$ cat config.mk
export PLATFORM = sky130hd
export DESIGN_NAME = dbus_uncached_bridge
export DESIGN_NICKNAME = d
export VERILOG_FILES = /design/src/rtl/dbus_uncached_bridge.sv
export SDC_FILE = /design/constraint.sdc
export NUM_CORES = 1
export LEC_CHECK = 0
export BUFFER_PORTS_ARGS = -buffer_cell sky130_fd_sc_hd__buf_2
export CAP_MARGIN = 5
export CORE_AREA = 2 2 164 166
export DETAILED_ROUTE_END_ITERATION = 10
export DIE_AREA = 0 0 166 168
export PLACE_DENSITY = 0.58
export SLEW_MARGIN = 10
export SYNTH_ARGS = -nofsm -noshare
export SYNTH_HDL_FRONTEND = slang
export SYNTH_SLANG_ARGS = --single-unit
export TNS_END_PERCENT = 10
$ cat constraint.sdc
create_clock -name clk -period 1.28 [get_ports clk]
set_input_delay 0.256 -clock clk [delete_from_list [all_inputs] [get_ports clk]]
set_output_delay 0.256 -clock clk [all_outputs]
set_load 0.005 [all_outputs]
$ cat src/rtl/dbus_uncached_bridge.sv
// Uncached data-bus bridge: turns one CPU dbus request into a single-beat
// cbus transaction and hands the result back as a dbus response. Holds one
// outstanding transaction, with an optional watchdog and a misalignment flag.

package dbus_uncached_bridge_pkg;

    typedef logic [2:0] msize_t;
    localparam msize_t MSIZE1 = 3'd0;
    localparam msize_t MSIZE2 = 3'd1;
    localparam msize_t MSIZE4 = 3'd2;
    localparam msize_t MSIZE8 = 3'd3;

    typedef logic [7:0] mlen_t;
    localparam mlen_t MLEN1 = 8'd0;

    typedef logic [1:0] axi_burst_t;
    localparam axi_burst_t AXI_BURST_INCR = 2'b01;

    typedef struct packed {
        logic        valid;
        logic [63:0] addr;
        msize_t      size;
        logic [7:0]  strobe;
        logic [63:0] data;
    } dbus_req_t;

    typedef struct packed {
        logic        addr_ok;
        logic        data_ok;
        logic [63:0] data;
    } dbus_resp_t;

    typedef struct packed {
        logic        valid;
        logic        is_write;
        msize_t      size;
        logic [63:0] addr;
        logic [7:0]  strobe;
        logic [63:0] data;
        mlen_t       len;
        axi_burst_t  burst;
    } cbus_req_t;

    typedef struct packed {
        logic        ready;
        logic        last;
        logic [63:0] data;
    } cbus_resp_t;

endpackage

module dbus_uncached_bridge
    import dbus_uncached_bridge_pkg::*;
#(
    parameter int          TIMEOUT_CYCLES = 0,
    parameter logic [63:0] TIMEOUT_DATA   = 64'hDEAD_BEEF_DEAD_BEEF,
    parameter bit          ALIGN_CHECK    = 1'b1
) (
    input  logic       clk,
    input  logic       reset,
    input  dbus_req_t  dreq,
    output dbus_resp_t dresp,
    output cbus_req_t  creq,
    input  cbus_resp_t cresp,
    output logic       err_misaligned,
    output logic       err_timeout
);

    localparam int CNT_W = (TIMEOUT_CYCLES > 0) ? $clog2(TIMEOUT_CYCLES + 1) : 1;
    localparam logic [CNT_W-1:0] CNT_LAST =
        CNT_W'((TIMEOUT_CYCLES > 0) ? TIMEOUT_CYCLES - 1 : 0);
    localparam bit WATCHDOG_ON = (TIMEOUT_CYCLES > 0);

    typedef enum logic [1:0] {
        S_IDLE,
        S_BUSY,
        S_DONE
    } state_t;

    state_t           state;
    logic [63:0]      req_addr;
    msize_t           req_size;
    logic [7:0]       req_strobe;
    logic [63:0]      req_data;
    logic [63:0]      rdata;
    logic [CNT_W-1:0] wait_cnt;

    // Natural alignment of the low address bits against the access size.
    function automatic logic is_misaligned(input msize_t size, input logic [2:0] lo);
        case (size)
            MSIZE2:  return lo[0];
            MSIZE4:  return |lo[1:0];
            MSIZE8:  return |lo;
            default: return 1'b0;
        endcase
    endfunction

    // Transaction FSM: accept in IDLE, wait for the last beat in BUSY, answer in DONE.
    always_ff @(posedge clk) begin
        if (reset) begin
            state          <= S_IDLE;
            req_addr       <= '0;
            req_size       <= '0;
            req_strobe     <= '0;
            req_data       <= '0;
            rdata          <= '0;
            wait_cnt       <= '0;
            err_misaligned <= 1'b0;
            err_timeout    <= 1'b0;
        end else begin
            case (state)
                S_IDLE: begin
                    if (dreq.valid) begin
                        req_addr   <= dreq.addr;
                        req_size   <= dreq.size;
                        req_strobe <= dreq.strobe;
                        req_data   <= dreq.data;
                        wait_cnt   <= '0;
                        state      <= S_BUSY;
                        if (ALIGN_CHECK && is_misaligned(dreq.size, dreq.addr[2:0])) begin
                            err_misaligned <= 1'b1;
                        end
                    end
                end
                S_BUSY: begin
                    // Any accepted beat refreshes the data register; only the
                    // last beat ends the transaction.
                    if (cresp.ready) begin
                        rdata <= cresp.data;
                    end
                    if (cresp.ready && cresp.last) begin
                        state <= S_DONE;
                    end else if (WATCHDOG_ON && (wait_cnt == CNT_LAST)) begin
                        rdata       <= TIMEOUT_DATA;
                        err_timeout <= 1'b1;
                        state       <= S_DONE;
                    end else begin
                        wait_cnt <= wait_cnt + CNT_W'(1);
                    end
                end
                S_DONE: begin
                    state <= S_IDLE;
                end
                default: begin
                    state <= S_IDLE;
                end
            endcase
        end
    end

    // Response side: addr_ok is a same-cycle acknowledge, data_ok follows the DONE state.
    always_comb begin
        dresp         = '0;
        dresp.addr_ok = (state == S_IDLE) && dreq.valid;
        dresp.data_ok = (state == S_DONE);
        dresp.data    = (state == S_DONE) ? rdata : 64'd0;
    end

    // Request side: the latched fields are forwarded unmodified while BUSY.
    always_comb begin
        creq          = '0;
        creq.valid    = (state == S_BUSY);
        creq.is_write = (req_strobe != 8'd0);
        creq.size     = req_size;
        creq.addr     = req_addr;
        creq.strobe   = req_strobe;
        creq.data     = req_data;
        creq.len      = MLEN1;
        creq.burst    = AXI_BURST_INCR;
    end

endmodule

==> metrics.txt, run 1 <==
clock-pin transition on the worst setup and hold timing paths 0.06 ns; CP Data Required Time roughly 1.0 ns; die width 166 microns; Arr. time, crit path about 1.7 ns; Skew-Pair Late Insertion Delay roughly 0.51 ns; nets@finish between 1.5k and 2k; Setup TNS Final -67.39 ns; Rows 60; Worst Setup End Kind primary output; final worst setup slack -0.6419 ns; Critical Path Start Type flop; max_cap viols 0; Total GRT Usage between 15 and 20%; top area cells in the synthesized netlist dfxtp_1 54%, nand2_1 20%, a21oi_1 13%; worst hold-check path type in -> reg; post-synth cell types 23; Worst Path Buf+Inv 4; clock share of power 43.5%; Final period util 150.1%; Detail Route Antenna Nets 0; Slew Viols, Final 0; total core area approximately 26000 sq um; clock tree buffer depth 3; Finished Core Util roughly 51%; placed insts about 1.7k; Seq pwr share a little over two fifths; Post-Syn Area ~7600 sq um; total gr overflow 0; total clock sinks just over 200; Die Span Y about 170 microns; Cell Pwr Density 1229 nW/um^2; hold path depth 3; initial antenna violation count 1; Psw 4.030 mW; Wirelength per Cell between 10 and 15 microns; CP max FO 16; crit path max-delay cell type dfxtp_2; post-layout instance count excluding filler cells a little under 2k; Int Pwr 12.63 mW; Yosys top cell area share a little over half; Crit path depth 6; half-perimeter wire length after placement roughly 17 mm; layout cells sized above 1 ~36%; IO Port Bufs ~420; synth warn 0; DRC errors left 0; post-synthesis sequential area ratio 54.03%; CTS tree yes; RSZ-0062 raised after global routing yes; Avg Inst Size Synth approximately 7.7 sq um; CTS buffer count 24; critical hold path startpoint dreq[48]; DR pass1 iterations 5; I/O pin count 427; FF-to-FF path depth 6; via/cell ratio 4.508; Worst R2R Start state[0]; worst path cell trace buf_4, nor2b_4, buf_12, clkbuf_16, and2_1, buf_2; largest net degree at the start of global routing 66; H-Tree Depth 1; R2R Path End req_addr[7]; vias in the first global route 8369; VDD IR max ~0.77 mV; Synth area leader dfxtp_1; wirelength, routed 28.24 mm; Hold Vio Cnt, Final 0; clock skew about 0.012 ns; root buf cell clkbuf_16; WHS Endpoint req_data[48]; Leakage Power 6.220 nW; Final Setup Violations 212; Max Freq about 520 MHz; vias approximately 8.8k; Initial Util ~29%; Reg2Reg Setup Slack -0.25 ns; RePlAce Congestion just over 0.8; combinational power share roughly 15%; Crit Path Category reg -> out; fin crit period 1.922 ns; critical path's top delay family buffers and inverters; critical path's largest stage delay 0.31 ns; Yosys reg bits 206; die area 27890 sq um; global-route wire length before repair about 42 mm; failing checks negative setup slack; run status finished, violations left; sw frac 24.19%; synth-to-layout area growth 77.62%; Initial DRC Count around 500; cells after synthesis just under 1k
[worst max path at each step]
| stage | start | end | slack, ns |
|---|---|---|---|
| 2_1_floorplan | state[0] | req_addr[35] | -0.06 |
| 3_3_place_gp | dreq[139] | req_addr[6] | -0.17 |
| 3_5_place_dp | dreq[139] | req_addr[6] | -0.22 |
| 4_1_cts | state[1] | dresp[52] | -0.63 |
| 5_1_grt | state[0] | dresp[27] | -0.71 |
| 6_report | state[0] | dresp[10] | -0.64 |
[metrics by stage]
step                      hold slack, ns  worst slack, ns  cell area, sq um  power [mW]
after floorplan                   0.3920         -0.06405              7800       8.019
after global placement            0.4377          -0.1652             10180       8.884
after detailed placement          0.4424          -0.2194             10180       8.906
after CTS                       0.003087          -0.6275             13110       16.80
after global routing            0.009713          -0.7074             13560       17.42
final                            0.02210          -0.6419             13560       16.66
[registers in the layout (all words and copies together) (netlist names)]
register and count:
req_addr 64, req_strobe 8, err_misaligned 1, rdata 64
req_size 3, state 2, req_data 64
[synth_stat cells]
library cell,n
a211oi_1,1
a21o_1,1
a21oi_1,205
and2_1,64
and3b_1,1
buf_1,9
buf_2,11
buf_4,11
buf_6,9
clkbuf_1,46
clkinv_2,1
conb_1,2
dfxtp_1,206
inv_1,1
nand2_1,408
nand3b_1,1
nor2_1,1
nor2b_1,2
nor3_1,1
nor3b_1,1
nor4_1,2
o21a_1,1
or3b_1,1
[layout by cell type (no fill, tap or decap), drive strengths merged]
master | Yosys | layout
a211oi | 1 | 1
or3b | 1 | 1
conb | 2 | 11
nor4 | 2 | 2
a21oi | 205 | 205
nor3 | 1 | 1
diode | 0 | 1
nor2b | 2 | 2
inv | 1 | 2
a21o | 1 | 1
dfxtp | 206 | 206
and3b | 1 | 1
nand2 | 408 | 408
nor3b | 1 | 1
clkinv | 1 | 3
dlygate4sd3 | 0 | 194
buf | 40 | 456
o21a | 1 | 1
nand3b | 1 | 1
and2 | 64 | 64
nor2 | 1 | 1
clkbuf | 46 | 42
bufinv | 0 | 3
[layer usage]
metal | share of wire (%) | GRT usage, % | vias up
met4 | 3.4 | 6.163 | 0
met2 | 48 | 31.50 | 373
met3 | 7.9 | 4.937 | 71
met5 | 0 | 0 | -
li1 | - | - | 4321
met1 | 41 | 21.37 | 4021
[cell type report]
type	instances	area [sq um]
diodes	1	2.502
clock buffers	38	734.5
clock inverters	6	111.4
fillers	2343	12790
inverters	2	20.02
multi-input cells	701	3257
flip-flops and latches	206	4155
well taps	341	426.7
repair buffers	654	4850
[tightest hold or removal path, stage by stage]
cell	delay (ns)
buf_2	0.10
nand2_1	0.07
a21oi_1	0.06
[what timing repair did]
item / CTS / global route
pin swaps: 13 / 15
buffers inserted: 3 / 3
cloned: 0 / 5
setup endpoints to repair: 223 / 276
resized for setup: 33 / 88
hold buffers: 194 / 0
endpoints found under the hold margin: 194 / 0
[power by group through the flow]
stage	sequential (mW)	combinational (mW)	clock (mW)
after CTS	6.95	2.37	7.49
after floorplan	7.10	0.919	0
final	6.96	2.46	7.24
after detailed placement	7.08	1.82	0
after global placement	7.07	1.81	0
after global routing	7.00	2.68	7.74
[cells by family after synthesis]
logic type	Yosys count	share of synthesized area, %
buf+inv	88	5.951
other cells	2	0.09840
simple gates	482	26.18
compound gates	208	13.74
flops	206	54.03
No activity file was read; power rests on OpenSTA's default activity.
==> run 2, diff against run 1 <==
==> constraint.sdc (replaced) <==
create_clock -name clk -period 1.28 [get_ports clk]
set_input_delay 0.064 -clock clk [delete_from_list [all_inputs] [get_ports clk]]
set_output_delay 0.064 -clock clk [all_outputs]
set_load 0.005 [all_outputs]
==> run 2 against run 1 <==
Effect of this change: the flow still finishes with violations (negative setup slack); register-to-register slack barely moved; count of clock-buffer cells in the layout shrank 4; power down 1.5%; global-route usage increased by 1.3 points; die area unchanged; sequential cell count did not move; maximum frequency grew 7.6%; sequential share of layout area is 0.84 points lower; combinational power about the same; wire length increased by 5.3%; cell count grew 0.51%.
==> metrics.txt, run 2 (synthesis gave the netlist of run 1 again) <==
run status finished, violations left; failing checks negative setup slack; CTS buffer count 23; Critical Path Start Type flop; post-layout instance count excluding filler cells 1959; R2R Path End req_data[61]; IO Port Bufs 415; total gr overflow 0; clock-pin transition on the worst setup and hold timing paths 0.06 ns; Max Freq between 500 and 600 MHz; fin crit period around 1.8 ns; Min Hold Slack approximately 0.17 ns; vias in the first global route 8652; WHS Endpoint rdata[11]; half-perimeter wire length after placement ~18 mm; Arr. time, crit path 1.72 ns; Worst Setup End Kind primary output; VDD IR max around 0.94 mV; Initial DRC Count 630; most frequent cells in the layout 404 x nand2_1, 374 x buf_2, 206 x dlygate4sd3_1, 203 x dfxtp_1, 181 x a21oi_1; synth-to-layout area growth 81.43%; DR pass1 iterations 5; placed insts ~1.7k; Rows 60; wirelength, routed 29.74 mm; Cell Area, Placed 10180 sq um; clock tree buffer depth 3; Cell Pwr Density 1186 nW/um^2; Reg2Reg Setup Slack -0.25 ns; Top Registers rdata: 64 flops, req_addr: 64 flops, req_data: 64 flops; Crit Path Category reg -> out; CP Data Required Time ~1.2 ns; final worst setup slack -0.5055 ns; critical hold path startpoint cresp[65]; vias just under 9k; Final Setup Violations 272; via/cell ratio around 4.6; Skew-Pair Late Insertion Delay 0.51 ns; Filler cells 2296; Slew Viols, Final 0; DRC errors left 0; initial antenna violation count 2; I/O pin count approximately 430; Detail Route Antenna Nets 0; layout cells sized above 1 a little over a third; worst hold-check path type in -> reg; RePlAce Congestion slightly below 0.8; largest net degree at the start of global routing 67; clock skew between 0.01 and 0.015 ns; Leakage Power between 6 and 7 nW; global-route wire length before repair between 40 and 50 mm; Hold Vio Cnt, Final 0; RSZ-0062 raised after global routing yes; CP max FO 7; total clock sinks 206; Initial Util 28.96%; hold path depth 5; max_cap viols 0; die area 27890 sq um; Die Span Y between 150 and 200 microns; Total GRT Usage 19.37%; root buf cell clkbuf_16; most common cell after layout, fill and taps aside nand2_1; CTS tree yes; FF-to-FF path depth 5; H-Tree Depth 1; die width 166 microns; nets@finish 1809; Final period util 139.5%; total core area between 20000 and 30000 sq um; Worst R2R Start state[1]; Wirelength per Cell 15.18 microns; Finished Cell Area around 14000 sq um
[run 2: how the worst max path moves through the flow]
stage                     slack [ns]  cells after the start           end     start
after CTS                      -0.49                      6     dresp[20]  state[1]
after floorplan                -0.06                      6  req_addr[35]  state[0]
after global placement         -0.13                      4   req_addr[5]  state[0]
final                          -0.51                      6     dresp[45]  state[1]
after detailed placement       -0.16                      4  req_addr[23]  state[0]
after global routing           -0.58                      6     dresp[45]  state[1]
[run 2: layout make-up]
cell class / instances / area, sq um / share of cell area [%]
antenna: 1 / 2.502 / 0.01807
clock buffer: 34 / 686.9 / 4.961
clock inverter: 7 / 120.1 / 0.8674
inverter: 2 / 20.02 / 0.1446
multi-input combinational: 701 / 3303 / 23.85
sequential: 206 / 4128 / 29.81
tap: 341 / 426.7 / 3.081
timing repair buffer: 667 / 5160 / 37.26
[run 2: critical path: stages (launching register included)]
cell       delay (ns)
dfxtp_2          0.33
buf_6            0.09
nor2b_4          0.19
buf_12           0.18
clkbuf_16        0.16
and2_1           0.12
buf_2            0.12
[run 2: routing by layer]
metal,vias up,global-route usage (%),part of all wire (%)
met1,4056,22.64,38
met3,84,5.148,8.4
met4,2,7.448,4.0
met5,-,0,0.044
li1,4349,-,-
met2,445,33.95,49
[run 2: repair_timing]
action / CTS / global route
gates cloned: 5 / 3
resized for setup: 42 / 93
setup endpoints to repair: 209 / 272
pin swaps: 9 / 26
hold buffers: 206 / 0
endpoints found under the hold margin: 206 / 0
buffers inserted: 6 / 1
[run 2: power by group]
group	switching (mW)	internal [mW]
Combinational	1.16	1.30
Clock	2.68	4.32
Sequential	0.186	6.78
Total	4.02	12.4
[run 2: stage by stage]
step	total power, mW	utilization [%]	setup WS (ns)	setup TNS, ns
after floorplan	8.018	-	-0.06405	-6.785
after global placement	8.861	38.64	-0.1334	-13.18
after detailed placement	8.881	38.64	-0.1578	-16.12
after CTS	16.50	50.76	-0.4923	-50.11
after global routing	17.12	52.54	-0.5820	-76.92
final	16.42	52.55	-0.5055	-61.25
